===== src/rtl/jelly_bean_dispenser_pkg.sv =====
// Shared types for the jelly bean dispenser and taster.
package jb_pkg;

    typedef enum logic [2:0] {
        NO_FLAVOR  = 3'd0,
        APPLE      = 3'd1,
        BLUEBERRY  = 3'd2,
        BUBBLE_GUM = 3'd3,
        CHOCOLATE  = 3'd4
    } flavor_e;

    typedef enum logic [1:0] {
        RED   = 2'd0,
        GREEN = 2'd1,
        BLUE  = 2'd2
    } color_e;

    typedef enum logic [1:0] {
        UNKNOWN = 2'd0,
        YUMMY   = 2'd1,
        YUCKY   = 2'd2
    } taste_e;

    typedef enum logic [1:0] {
        StIdle,
        StDrive,
        StWait,
        StReport
    } disp_state_e;

    // Flavor kept as raw bits so out-of-range codes 5..7 survive the FIFO intact.
    typedef struct packed {
        logic [2:0] flavor;
        logic [1:0] color;
        logic       sugar_free;
        logic       sour;
    } order_t;

    localparam int unsigned ORDER_W = $bits(order_t);

    // Idle bus encodes as all zeros, which is also the reset value.
    localparam order_t BEAN_IDLE = '{flavor: NO_FLAVOR, color: RED, sugar_free: 1'b0, sour: 1'b0};

    function automatic logic is_bean_flavor(input logic [2:0] flavor);
        return (flavor >= APPLE) && (flavor <= CHOCOLATE);
    endfunction

endpackage


===== src/rtl/jelly_bean_dispenser_if.sv =====
// Bean bus between the dispenser (master) and the taster (slave).
interface jelly_bean_if;

    logic [2:0] jb_flavor;
    logic [1:0] jb_color;
    logic       jb_sugar_free;
    logic       jb_sour;
    logic [1:0] jb_taste;

    modport master_mp (
        output jb_flavor,
        output jb_color,
        output jb_sugar_free,
        output jb_sour,
        input  jb_taste
    );

    modport slave_mp (
        input  jb_flavor,
        input  jb_color,
        input  jb_sugar_free,
        input  jb_sour,
        output jb_taste
    );

endinterface


===== src/rtl/jelly_bean_dispenser_fifo.sv =====
// Circular-buffer order FIFO with combinational head read.
module jelly_bean_order_fifo #(
    parameter int unsigned DEPTH = 4,
    parameter int unsigned WIDTH = 7
) (
    input  logic             clk,
    input  logic             rst,
    input  logic             i_push,
    input  logic [WIDTH-1:0] i_wdata,
    input  logic             i_pop,
    output logic [WIDTH-1:0] o_rdata,
    output logic             o_full,
    output logic             o_empty
);

    localparam int unsigned PTR_W = $clog2(DEPTH);
    localparam logic [PTR_W:0] FULL_CNT = (PTR_W + 1)'(DEPTH);

    logic [WIDTH-1:0] r_mem [DEPTH];
    logic [PTR_W-1:0] r_wr_ptr;
    logic [PTR_W-1:0] r_rd_ptr;
    logic [PTR_W:0]   r_count;
    logic             w_push;
    logic             w_pop;

    assign w_push  = i_push && !o_full;
    assign w_pop   = i_pop && !o_empty;
    assign o_full  = (r_count == FULL_CNT);
    assign o_empty = (r_count == '0);
    assign o_rdata = r_mem[r_rd_ptr];

    // Pointers wrap naturally since DEPTH is a power of two.
    always_ff @(posedge clk or posedge rst) begin
        if (rst) begin
            r_wr_ptr <= '0;
            r_rd_ptr <= '0;
            r_count  <= '0;
        end else begin
            if (w_push) r_wr_ptr <= r_wr_ptr + 1'b1;
            if (w_pop)  r_rd_ptr <= r_rd_ptr + 1'b1;
            case ({w_push, w_pop})
                2'b10:   r_count <= r_count + 1'b1;
                2'b01:   r_count <= r_count - 1'b1;
                default: r_count <= r_count;
            endcase
        end
    end

    // Storage array; contents need no reset.
    always_ff @(posedge clk) begin
        if (w_push) r_mem[r_wr_ptr] <= i_wdata;
    end

endmodule


===== src/rtl/jelly_bean_dispenser.sv =====
// Buffers bean orders, presents each to the taster, and reports the verdict.
module jelly_bean_dispenser
    import jb_pkg::*;
#(
    parameter int unsigned DEPTH = 4,
    parameter int unsigned CNT_W = 16
) (
    input  logic             clk,
    input  logic             rst,
    input  logic             i_ord_valid,
    output logic             o_ord_ready,
    input  logic [2:0]       i_ord_flavor,
    input  logic [1:0]       i_ord_color,
    input  logic             i_ord_sugar_free,
    input  logic             i_ord_sour,
    jelly_bean_if.master_mp  jb,
    output logic             o_rsp_valid,
    input  logic             i_rsp_ready,
    output logic [2:0]       o_rsp_flavor,
    output logic [1:0]       o_rsp_taste,
    output logic [CNT_W-1:0] o_yummy_count,
    output logic [CNT_W-1:0] o_yucky_count
);

    disp_state_e      r_state, w_state_d;
    order_t           r_bean, w_bean_d;
    logic             r_rsp_valid, w_rsp_valid_d;
    logic [2:0]       r_rsp_flavor, w_rsp_flavor_d;
    logic [1:0]       r_rsp_taste, w_rsp_taste_d;
    logic [CNT_W-1:0] r_yummy, w_yummy_d;
    logic [CNT_W-1:0] r_yucky, w_yucky_d;

    order_t w_ord_in;
    order_t w_head;
    logic   w_push;
    logic   w_pop;
    logic   w_full;
    logic   w_empty;

    assign w_ord_in = '{flavor: i_ord_flavor, color: i_ord_color,
                        sugar_free: i_ord_sugar_free, sour: i_ord_sour};
    assign o_ord_ready = !w_full && !rst;
    assign w_push = i_ord_valid && o_ord_ready;

    jelly_bean_order_fifo #(
        .DEPTH (DEPTH),
        .WIDTH (ORDER_W)
    ) u_fifo (
        .clk     (clk),
        .rst     (rst),
        .i_push  (w_push),
        .i_wdata (w_ord_in),
        .i_pop   (w_pop),
        .o_rdata (w_head),
        .o_full  (w_full),
        .o_empty (w_empty)
    );

    // Next-state and datapath updates for the dispense/report sequence.
    always_comb begin
        w_state_d      = r_state;
        w_bean_d       = r_bean;
        w_rsp_valid_d  = r_rsp_valid;
        w_rsp_flavor_d = r_rsp_flavor;
        w_rsp_taste_d  = r_rsp_taste;
        w_yummy_d      = r_yummy;
        w_yucky_d      = r_yucky;
        w_pop          = 1'b0;
        unique case (r_state)
            StIdle: begin
                if (!w_empty) begin
                    w_pop = 1'b1;
                    if (is_bean_flavor(w_head.flavor)) begin
                        w_bean_d  = w_head;
                        w_state_d = StDrive;
                    end else begin
                        // Invalid flavors skip the taster; response shows a cycle later.
                        w_rsp_flavor_d = w_head.flavor;
                        w_rsp_taste_d  = UNKNOWN;
                        w_state_d      = StReport;
                    end
                end
            end
            StDrive: begin
                w_state_d = StWait;
            end
            StWait: begin
                w_rsp_taste_d  = jb.jb_taste;
                w_rsp_flavor_d = r_bean.flavor;
                w_rsp_valid_d  = 1'b1;
                w_bean_d       = BEAN_IDLE;
                w_state_d      = StReport;
            end
            StReport: begin
                if (!r_rsp_valid) begin
                    w_rsp_valid_d = 1'b1;
                end else if (i_rsp_ready) begin
                    w_rsp_valid_d = 1'b0;
                    if (r_rsp_taste == YUMMY && r_yummy != '1) w_yummy_d = r_yummy + 1'b1;
                    if (r_rsp_taste == YUCKY && r_yucky != '1) w_yucky_d = r_yucky + 1'b1;
                    w_state_d = StIdle;
                end
            end
            default: begin
                w_state_d = StIdle;
            end
        endcase
    end

    // State and output registers; reset idles the bus and drops any response.
    always_ff @(posedge clk or posedge rst) begin
        if (rst) begin
            r_state      <= StIdle;
            r_bean       <= BEAN_IDLE;
            r_rsp_valid  <= 1'b0;
            r_rsp_flavor <= '0;
            r_rsp_taste  <= UNKNOWN;
            r_yummy      <= '0;
            r_yucky      <= '0;
        end else begin
            r_state      <= w_state_d;
            r_bean       <= w_bean_d;
            r_rsp_valid  <= w_rsp_valid_d;
            r_rsp_flavor <= w_rsp_flavor_d;
            r_rsp_taste  <= w_rsp_taste_d;
            r_yummy      <= w_yummy_d;
            r_yucky      <= w_yucky_d;
        end
    end

    assign jb.jb_flavor     = r_bean.flavor;
    assign jb.jb_color      = r_bean.color;
    assign jb.jb_sugar_free = r_bean.sugar_free;
    assign jb.jb_sour       = r_bean.sour;
    assign o_rsp_valid      = r_rsp_valid;
    assign o_rsp_flavor     = r_rsp_flavor;
    assign o_rsp_taste      = r_rsp_taste;
    assign o_yummy_count    = r_yummy;
    assign o_yucky_count    = r_yucky;

endmodule


===== src/flat_wrapper.sv =====
// flat-port wrapper written by rule: the top's interface ports become plain ports
module jelly_bean_dispenser_flat import jb_pkg::*;
#(
    parameter int unsigned DEPTH = 4,
    parameter int unsigned CNT_W = 16
)
  (clk, rst, i_ord_valid, o_ord_ready, i_ord_flavor, i_ord_color, i_ord_sugar_free, i_ord_sour, o_rsp_valid, i_rsp_ready, o_rsp_flavor, o_rsp_taste, o_yummy_count, o_yucky_count, jb_jb_flavor, jb_jb_color, jb_jb_sugar_free, jb_jb_sour, jb_jb_taste);
  jelly_bean_if jb_i ();
  input  logic clk;
  input  logic rst;
  input  logic i_ord_valid;
  output logic o_ord_ready;
  input  logic [2:0] i_ord_flavor;
  input  logic [1:0] i_ord_color;
  input  logic i_ord_sugar_free;
  input  logic i_ord_sour;
  output logic o_rsp_valid;
  input  logic i_rsp_ready;
  output logic [2:0] o_rsp_flavor;
  output logic [1:0] o_rsp_taste;
  output logic [CNT_W-1:0] o_yummy_count;
  output logic [CNT_W-1:0] o_yucky_count;
  output wire logic [$bits(jb_i.jb_flavor)-1:0] jb_jb_flavor;
  output wire logic [$bits(jb_i.jb_color)-1:0] jb_jb_color;
  output wire logic [$bits(jb_i.jb_sugar_free)-1:0] jb_jb_sugar_free;
  output wire logic [$bits(jb_i.jb_sour)-1:0] jb_jb_sour;
  input wire logic [$bits(jb_i.jb_taste)-1:0] jb_jb_taste;
  assign jb_jb_flavor = jb_i.jb_flavor;
  assign jb_jb_color = jb_i.jb_color;
  assign jb_jb_sugar_free = jb_i.jb_sugar_free;
  assign jb_jb_sour = jb_i.jb_sour;
  assign jb_i.jb_taste = jb_jb_taste;
  jelly_bean_dispenser #(.DEPTH(DEPTH), .CNT_W(CNT_W)) u_core (.clk(clk), .rst(rst), .i_ord_valid(i_ord_valid), .o_ord_ready(o_ord_ready), .i_ord_flavor(i_ord_flavor), .i_ord_color(i_ord_color), .i_ord_sugar_free(i_ord_sugar_free), .i_ord_sour(i_ord_sour), .jb(jb_i), .o_rsp_valid(o_rsp_valid), .i_rsp_ready(i_rsp_ready), .o_rsp_flavor(o_rsp_flavor), .o_rsp_taste(o_rsp_taste), .o_yummy_count(o_yummy_count), .o_yucky_count(o_yucky_count));
endmodule

===== config.mk =====
export PLATFORM = sky130hd
export DESIGN_NAME = jelly_bean_dispenser_flat
export DESIGN_NICKNAME = d
export VERILOG_FILES = /design/src/rtl/jelly_bean_dispenser_pkg.sv /design/src/rtl/jelly_bean_dispenser_if.sv /design/src/rtl/jelly_bean_dispenser_fifo.sv /design/src/rtl/jelly_bean_dispenser.sv /design/src/flat_wrapper.sv
export SDC_FILE = /design/constraint.sdc
export NUM_CORES = 1
export LEC_CHECK = 0
export CAP_MARGIN = 20
export CORE_MARGIN = 2
export CORE_UTILIZATION = 55
export DETAILED_ROUTE_END_ITERATION = 8
export PLACE_DENSITY = 0.84
export SETUP_SLACK_MARGIN = 0.05
export SYNTH_ARGS = -nofsm -noshare
export SYNTH_HDL_FRONTEND = slang
export SYNTH_HIERARCHICAL = 1
export SYNTH_SLANG_ARGS = --single-unit

===== constraint.sdc =====
create_clock -name clk -period 3.5 [get_ports clk]
set_input_delay 0.7 -clock clk [delete_from_list [all_inputs] [get_ports clk]]
set_output_delay 0.7 -clock clk [all_outputs]
set_load 0.03 [all_outputs]

Word-level counts from Yosys, hierarchy flattened
Memory sizes are Yosys's and may differ from the RTL's.
Cells that the tools add are included.
- add/sub/neg operators: 6
- $mul: 0
- divide/modulo/power cells: 0
- order comparisons: 2
- equality and inequality tests: 15
- shift-type cells: 0
- multiplexer cells: 22
- bitwise operators: 0
- reduce and logical (&&, ||, !) cells: 20
- operator list (kind ; count):
    16-bit by 1-bit adder with 16-bit output, second input constant ; 2
    16-bit inequality test, second input constant ; 2
    7-bit 2-to-1 mux ; 2
    7-bit one-hot mux with 2 select lines ; 1
    2-bit 2-to-1 mux ; 6
    3-bit one-hot mux with 2 select lines ; 2
    3-bit AND reduction ; 3
    2-bit equality test, second input constant ; 4
    2-bit one-hot mux with 4 select lines ; 1
    4-bit AND reduction ; 2
    1-bit logical AND ; 7
    2-bit by 1-bit equality test with 1-bit output, second input constant ; 3
    1-bit 2-to-1 mux ; 6
    3-bit 2-to-1 mux ; 2
    2-bit inequality test, second input constant ; 3
    2-bit nonzero test ; 3
    2-bit by 1-bit adder with 2-bit output, second input constant ; 2
    2-bit by 1-bit inequality test with 1-bit output, second input constant ; 2
    2-bit one-hot mux with 2 select lines ; 1
    3-bit by 1-bit adder with 3-bit output, second input constant ; 1
    3-bit equality test, second input constant ; 1
    3-bit by 1-bit >= comparator with 1-bit output, second input constant ; 1
    3-bit less-or-equal comparator, second input constant ; 1
    1-bit zero test ; 3
    4 further kinds ; 4
- flip-flop bits (word level): 54
- bits in latches: 0
- bits in writable memories: 28
- memory bits (read-only): 0
- output and inout port bits: 46
- memories kept: 1
- memory list (name ; depth ; bits a word ; read ports ; clocked after Yosys merged registers in ; write ports ; RTL line ; source):
    u_core.u_fifo.r_mem ; 4 ; 7 ; 1 ; 0 ; 1 ; jelly_bean_dispenser_fifo.sv:19 ; logic [WIDTH-1:0] r_mem [DEPTH];

Depth between registers and ports, before layout
- depth in word-level cells: 7
- mapped depth: 11
- depth with buffers taken out: 11

Cells and area by module
The synthesis kept the hierarchy.
- modules (own cells, without submodules) (module ; times used ; cells an instance ; area each (um2)):
    jelly_bean_dispenser ; 1 ; 212 ; 2358.5
    jelly_bean_order_fifo ; 1 ; 75 ; 1453.9

Worst setup path before layout
OpenSTA, ideal clock, no wires.
- path kind: input -> register
- from: input port rst
- to: register u_core.u_fifo.r_count[2]
- library setup time: 125 ps
- data arrival time: 2341 ps
- path slack: 1033 ps
- cell stages on the path: 10
- cells stage by stage: nor2_1 and2_1 nor2b_4 inv_1 ha_1 inv_1 fa_1 xor2_1 nor2_1 xor2_1
- longest elaborated chain between the ends: 6
- elaborated cells on any way between the ends: 8
- classes of those cells: eq/ne (2); mux (1); reduce/logical (5)
- ends and longest elaborated chain (item ; RTL line ; source):
    start: declaration ; flat_wrapper.sv:10 ; input logic rst;
    1-bit zero test (*) ; jelly_bean_dispenser.sv:42 ; assign o_ord_ready = !w_full && !rst;
    1-bit logical AND (*) ; jelly_bean_dispenser.sv:42 ;
    1-bit logical AND (*) ; jelly_bean_dispenser.sv:43 ; assign w_push = i_ord_valid && o_ord_ready;
    net u_core.w_push ; jelly_bean_dispenser.sv:35 ; logic w_push;
    1-bit logical AND (*) ; jelly_bean_dispenser_fifo.sv:26 ; assign w_push = i_push && !o_full;
    2-bit by 1-bit equality test with 1-bit output / 2-bit equality test (equally long branches) ; jelly_bean_dispenser_fifo.sv:41 ; case ({w_push, w_pop})
    3-bit one-hot mux with 2 select lines / 2-bit nonzero test (equally long branches) ; - ;
    end signal: assignment ; jelly_bean_dispenser_fifo.sv:42 ; 2'b10: r_count <= r_count + 1'b1;
    end signal: assignment ; jelly_bean_dispenser_fifo.sv:43 ; 2'b01: r_count <= r_count - 1'b1;
    end signal: assignment ; jelly_bean_dispenser_fifo.sv:44 ; default: r_count <= r_count;
    end: declaration ; jelly_bean_dispenser_fifo.sv:22 ; logic [PTR_W:0] r_count;
Mark *: on every way through the listed nets, which the timed path passes. The rest lies on a longest branch.
A chain may end at the register's enable or synchronous reset.

Worst setup path in the final report
- from: input port rst
- to: output port o_ord_ready
- longest elaborated chain between the ends: 2
- ends and longest elaborated chain (item ; RTL line ; source):
    1-bit zero test ; jelly_bean_dispenser.sv:42 ;
    1-bit logical AND ; jelly_bean_dispenser.sv:42 ;
    end: declaration ; flat_wrapper.sv:12 ; output logic o_ord_ready;
Every way passes these cells.

==> metrics.md <==
| Metric | Value |
|---|---|
| Hold-fix buffer count after cts | 0 |
| Placer Congestion | 0.803 |
| Port Buffers | 58 |
| Cells after Synth | 287 |
| Final Instance Area | 4670 um2 |
| Vias per cell | 5.65 |
| Clock Tree Buf Depth | 2 |
| RSZ-0062 raised after global routing | false |
| Final Max Slew Viols | 0 |
| Initial antenna violation count | 0 |
| Worst slew pin tran | 0.838 ns |
| Num CTS Buffers | 9 |
| First-pass GRT wire length | 11500 um |
| Synthesized cell area | 3810 um2 |
| Post-synthesis async set-or-reset flop share | 65.9% |
| Min Tclk post-route | 2.70 ns |
| Rows | 30 |
| Post-DP Area | 4470 um2 |
| Vias in the first global route | 2444 |
| Post-synthesis cell type count | 42 |
| Routed WL | 6900 um |
| Max Cap Viol | 0 |
| FF-to-FF Start | u_core/u_fifo/r_rd_ptr[0] |
| Worst Hold Depth | 1 |
| Vert. Die Dim | 87.3 um |
| CTS clk-pin slew, worst paths | 0.09 ns |
| Worst Setup Start Kind | primary input |
| Reg2Reg Depth | 5 |
| Worst Setup End Kind | output pin |
| Peak VDD IR | 0.418 mV |
| Final Hold Viols | 0 |
| Post-synthesis average cell area | 13.3 um2 |
| Tot GR Track Use | 19.9% |
| Hold path startpoint | u_core/o_yummy_count[13] |
| H-tree levels | 3 |
| 1st-pass router iterations | 4 |
| Ys Warns | 6 |
| Syn Nets | 312 |
| DR DRC count | 0 |
| Core Box Area | 6760 um2 |
| Number of synthesized register bits | 82 |
| WS Path Type | primary input to output pin |
| Routed len/inst | 15.8 um |
| Total power | 3.04 mW |
| DRT antenna net count | 0 |
| First DRT Iteration DRCs | 101 |
| Die ar. | 7610 um2 |
| Setup_tns | 0 ns |
| Setup ws final | 0.795 ns |
| Reg-to-Reg End | u_core/jb.jb_sugar_free |
| Inserted Diodes | 0 |
| Most used flip-flop cell after synthesis | dfrtp_1 |
| Synth area leaders | dfrtp_1 (35%), edfxtp_1 (22%), xor2_1 (6.7%), mux4_2 (4.1%), ha_1 (3.6%) |
| CTS Root Cell | clkbuf_8 |
| Post_cts resized | 0 |
| Initial Util | 56.4% |
| Sink Count | 82 |
| Die Span X | 87.3 um |
| Clock latency on the worst-skew pair | 0.35 ns |
| Worst hold-check path type | register to register |
| Ratio of cells with drive above 1 in the final layout | 12.9% |
| NumNets Final | 377 |
| Pwr Density | 650 nW/um2 |
| Final HPWL DP | 5020 um |
| Data required time at the worst endpoint | 2.80 ns |
| Seq/Total Area, Yosys | 57.5% |
| Setup Buffers After CTS | 0 |
| Vias | 2470 |
| EDFF count, synth | 28 |
| Status | complete, no violations |
| Worst hold endpoint | u_core/o_yummy_count[13] |
| Crit-path max FO | 3 |
| Leak | 2.00 nW |
| Top-level port count | 59 |
| Worst slack, placed | 0.726 ns |
| Data arrival, critical path | 2.00 ns |
| Hold Worst Slack | 0.516 ns |
| Congestion Overflow GR | 0 |
| Largest net degree at the start of global routing | 48 |
| Max Freq | 370 MHz |
| Final setup vio count | 0 |
| Top cell type's share of synthesized area | 35.4% |
| CTS tree | done |
| Slew HR | 44.0% |
| Synth area leader | dfrtp_1 |
| Reg2Reg Setup Slack | 0.90 ns |
| Final clock period utilization by the worst path | 77.3% |
| P&R area growth vs syn | 22.4% |
| Worst Clk Skew | 0.0142 ns |
-- worst max path at each step --
stage | start | end | slack [ns] | cells after the start
after CTS | rst | o_ord_ready | 0.78 | 3
after detailed placement | rst | u_core/u_fifo/r_count[2] | 0.73 | 11
after floorplan | rst | u_core/u_fifo/r_count[2] | 1.03 | 10
after global placement | rst | u_core/u_fifo/r_count[2] | 0.82 | 11
after global routing | u_core/u_fifo/r_rd_ptr[0] | u_core/jb.jb_flavor[2] | 0.67 | 5
final | rst | o_ord_ready | 0.80 | 3
-- per-layer routing --
layer  routed length [um]  track usage, %  up-vias
met2                 3480            32.2       52
met3                  247            4.45        9
met1                 3070            26.0     1213
met5                    0               0        -
met4                   97            8.11        0
li1                     -               -     1196
-- placed cells by master (no fill, tap or decap), types with 5 or more instances in the layout --
cell and instances:
xor2_1 29, mux4_2 7, nand2_1 20, nor2_1 8, edfxtp_1 28, clkbuf_8 9, inv_1 11, ha_1 11
clkdlybuf4s50_1 58, dfrtp_1 54, nand4_1 8, nor4_1 5, xnor2_1 6, mux2_2 9, a22o_1 8, nand3_1 11
and4_1 5, nor3_1 11
-- registers in the layout (all words and copies together), names as in the netlist --
register and count:
u_core/jb.jb_color 2, u_core/jb.jb_flavor 3, u_core/jb.jb_sour 1, u_core/jb.jb_sugar_free 1
u_core/o_rsp_flavor 3, u_core/o_rsp_taste 2, u_core/o_rsp_valid 1, u_core/o_yucky_count 16
u_core/o_yummy_count 16, u_core/r_state 2, u_core/u_fifo/r_count 3, u_core/u_fifo/r_mem 28
u_core/u_fifo/r_rd_ptr 2, u_core/u_fifo/r_wr_ptr 2
-- final cells by class --
type | count | area (um2)
fillers | 508 | 2090
flip-flops and latches | 82 | 2190
repair buffers | 59 | 601
clock inverters | 7 | 52.6
clock buffers | 9 | 124
inverters | 12 | 45.0
multi-input cells | 188 | 1550
well taps | 80 | 100
-- stage by stage --
stage / instances / util [%]
finish: 437 / 69.1
global route: 437 / 69.1
CTS: 436 / 68.8
detailed placement: 420 / 66.2
global placement: 420 / 66.2
floorplan: 287 / -
-- power by group --
part | switching (mW) | internal (mW)
Sequential | 0.174 | 1.16
Clock | 0.353 | 0.261
Combinational | 0.555 | 0.529
Total | 1.08 | 1.95
-- synthesized netlist by cell type, types with 4 or more instances --
cell type and count:
a22o_1 8, mux2_2 9, nor2_1 8, nor3_1 11, dfrtp_1 54, mux4_2 7
nand2_1 20, inv_1 12, and4_1 5, xor2_1 29, nand3_1 11, edfxtp_1 28
mux2i_1 4, a21oi_1 4, nor2b_1 4, nor3b_1 4, nand4_1 8, and2_2 4
nor4_1 5, ha_1 11, xnor2_1 6
-- logic make-up (layout without fill, tap and decap cells) --
| kind of cell | after synthesis | after routing | share of synthesized area (%) |
|---|---|---|---|
| and+or+nand+nor | 96 | 96 | 15.6 |
| buffers and inverters | 17 | 87 | 1.74 |
| muxes | 22 | 22 | 8.53 |
| adders and majority gates | 12 | 12 | 4.14 |
| AOI/OAI and AO/OA | 23 | 23 | 4.46 |
| DFF | 82 | 82 | 57.5 |
| xor gates and xnor gates | 35 | 35 | 8.04 |
-- critical path, stage by stage --
cell,delay [ns]
clkdlybuf4s50_1,0.45
nor2_1,0.16
clkdlybuf4s50_1,0.69
Note: power is estimated with default switching activity, not from simulation.
==> RTL edit (same settings) <==
`CNT_W` is set to 16 in 2 places; all go to 20.
--- a/src/rtl/jelly_bean_dispenser.sv
+++ b/src/rtl/jelly_bean_dispenser.sv
@@ -5,3 +5,3 @@
     parameter int unsigned DEPTH = 4,
-    parameter int unsigned CNT_W = 16
+    parameter int unsigned CNT_W = 20
 ) (
--- a/src/flat_wrapper.sv
+++ b/src/flat_wrapper.sv
@@ -4,3 +4,3 @@
     parameter int unsigned DEPTH = 4,
-    parameter int unsigned CNT_W = 16
+    parameter int unsigned CNT_W = 20
 )
Interface: changed (resized o_yucky_count and o_yummy_count); port bits go from 59 to 67. The function was not compared with the original's and may differ.
==> RTL edit against the unedited design <==
Non-clock buffer count grew 9. Die area increased by 7.6%. Synthesized cell count rose by 8.4%. Register-to-register slack improved by 0.18 ns. Sequential cell count up 8. Power rose by 4.5%. Wire length is 9.9% higher. Hold slack got worse by 0.020 ns. Design area up 9.2%. Utilization increased by 1.2 points. Area after synthesis rose by 7.9%. Setup slack better by 0.0025 ns. Critical path type unchanged. Critical endpoint unchanged. Largest cell class unchanged.
==> RTL edit: results (changes against the unedited design) <==
[placement]
gp_congestion = 0.827  ; +3.0%
dp_hpwl_um = 5570  ; +11%
post-place-ws_ns = 0.711  ; -0.0154 ns
io_buffers = 66  ; +14%

[synthesis]
synthAdderAreaFrac_pct = 3.83  ; -0.30 points
synth_xor_area_share_pct = 9.15  ; +1.1 points
synthFlopType = dfrtp_1
yosys-top-cells-count = 62 x dfrtp_1, 30 x nand2_1, 28 x edfxtp_1, 28 x xnor2_1
yosysWarnings = 6  ; unchanged
async_reset_ff_share_pct = 68.9  ; +3.0 points
synthesis.nets = 336  ; +7.7%
synth.top_cell.area_share_pct = 37.7  ; +2.3 points
synth-edff-count = 28  ; unchanged
muxShareOfSynthArea_pct = 5.99  ; -2.5 points
yosysSeqAreaShare_pct = 58.1  ; +0.63 points
yosys_register_bits = 90  ; +9.8%
synth_compound_area_share_pct = 4.83  ; +0.37 points
synth_area_leaders = dfrtp_1 38%, edfxtp_1 20%, xnor2_1 6.0%, mux4_2 3.8%, ha_1 3.3%
ys_types = 44  ; +4.8%

[routing]
first_iter_violations = 104  ; +3.0%
first_pass_iters = 5  ; +1
num_vias = 2667  ; +8.0%
wl_per_cell_um = 15.5  ; -2.0%

[clocking]
clk_latency_ns = 0.35  ; about the same

[cells_and_area]
fin_util_pct = 70.3  ; +1.2 points
fin_nets = 411  ; +9.0%
diodes = 0  ; unchanged
drive_above_1_share_pct = 11.0  ; -1.9 points
nFillCells = 512  ; +0.79%
regMostFlops = u_core/u_fifo/r_mem
largest_reg_flops = 28  ; unchanged

[timing]
hold_ws_ns = 0.496  ; -0.0196 ns
fin_skew_ns = 0.0125  ; -0.00172 ns
worstMarginPinSlew_ns = 0.697  ; -0.141 ns

[critical_path]
rrSetupSlack_ns = 1.08  ; +0.18 ns
crit_family = buffers and inverters
reg2reg_to = u_core/jb.jb_flavor[1]$_DFFE_PP0P_
rr_worst_depth = 6  ; +1
critPathSlowestCell = clkdlybuf4s50_1

[grt]
grt_max_degree = 34  ; -29%
grt_pass1_wl_um = 13000  ; +12%
grtUsageTotal_pct = 19.9  ; +0.075 points
antenna_found_initial = 0  ; unchanged

[hold_path]
hp-start = u_core/o_rsp_flavor[2]$_DFFE_PP0P_
worstHoldEndpoint = u_core/o_rsp_flavor[2]$_DFFE_PP0P_
holdPathStages = 2  ; +1

[status]
status = completed

[power]
leakagePower_uw = 0.00217  ; +8.5%
irDropWorstVdd_uv = 350  ; -16%

==> RTL edit: power breakdown <==
part | total [uW] | internal [uW] | leakage, uW | switching (uW)
registers | 1430 | 1250 | 0.00108 | 171
clock network | 704 | 336 | 0.0000993 | 368
logic | 1040 | 477 | 0.000992 | 565
total | 3170 | 2070 | 0.00217 | 1100
==> RTL edit: cell type report <==
| type | count | area (sq um) | share of cell area, % |
|---|---|---|---|
| Tap cell | 99 | 124 | 2.43 |
| Clock inverter | 7 | 76.3 | 1.50 |
| Inverter | 10 | 37.5 | 0.736 |
| Multi-Input combinational cell | 207 | 1670 | 32.7 |
| Sequential cell | 90 | 2390 | 46.9 |
| Clock buffer | 9 | 124 | 2.43 |
| Timing Repair Buffer | 68 | 676 | 13.3 |
==> RTL edit: how the worst max path moves through the flow <==
stage,from,endpoint,slack (ns)
floorplan,rst,u_core/u_fifo/r_count[2]$_DFFE_PP0P_,1.03
global placement,rst,u_core/u_fifo/r_count[2]$_DFFE_PP0P_,0.82
CTS,rst,o_ord_ready,0.79
global route,rst,o_ord_ready,0.74
finish,rst,o_ord_ready,0.80
detailed placement,rst,u_core/u_fifo/r_count[2]$_DFFE_PP0P_,0.71
==> RTL edit: kinds of logic (layout without fill, tap and decap cells) <==
kind of cell | Yosys count | after routing
XOR/XNOR | 43 | 43
flip-flops | 90 | 90
AO/OA/AOI/OAI | 23 | 23
AND/OR/NAND/NOR | 114 | 114
multiplexers | 15 | 15
adder cells (fa/ha/maj) | 12 | 12
buffers and inverters | 14 | 94
==> RTL edit: metrics by stage <==
step / power [uW] / area [sq um] / instances
floorplan: 2170 / 4120 / 311
global placement: 2450 / 4900 / 474
detailed placement: 2500 / 4900 / 474
CTS: 3200 / 5100 / 490
global route: 3380 / 5100 / 490
finish: 3170 / 5100 / 490
==> RTL edit: layer usage <==
metal  track usage [%]  part of all wire (%)
met2              32.8                    50
met1              26.1                    44
met3              3.51                   4.2
met5                 0                     0
met4              8.85                   1.4
==> RTL edit: tightest hold or removal path: stages (launching register included) <==
cell and delay [ns]:
dfrtp_1 0.35, nand2_1 0.05, o21ai_0 0.06
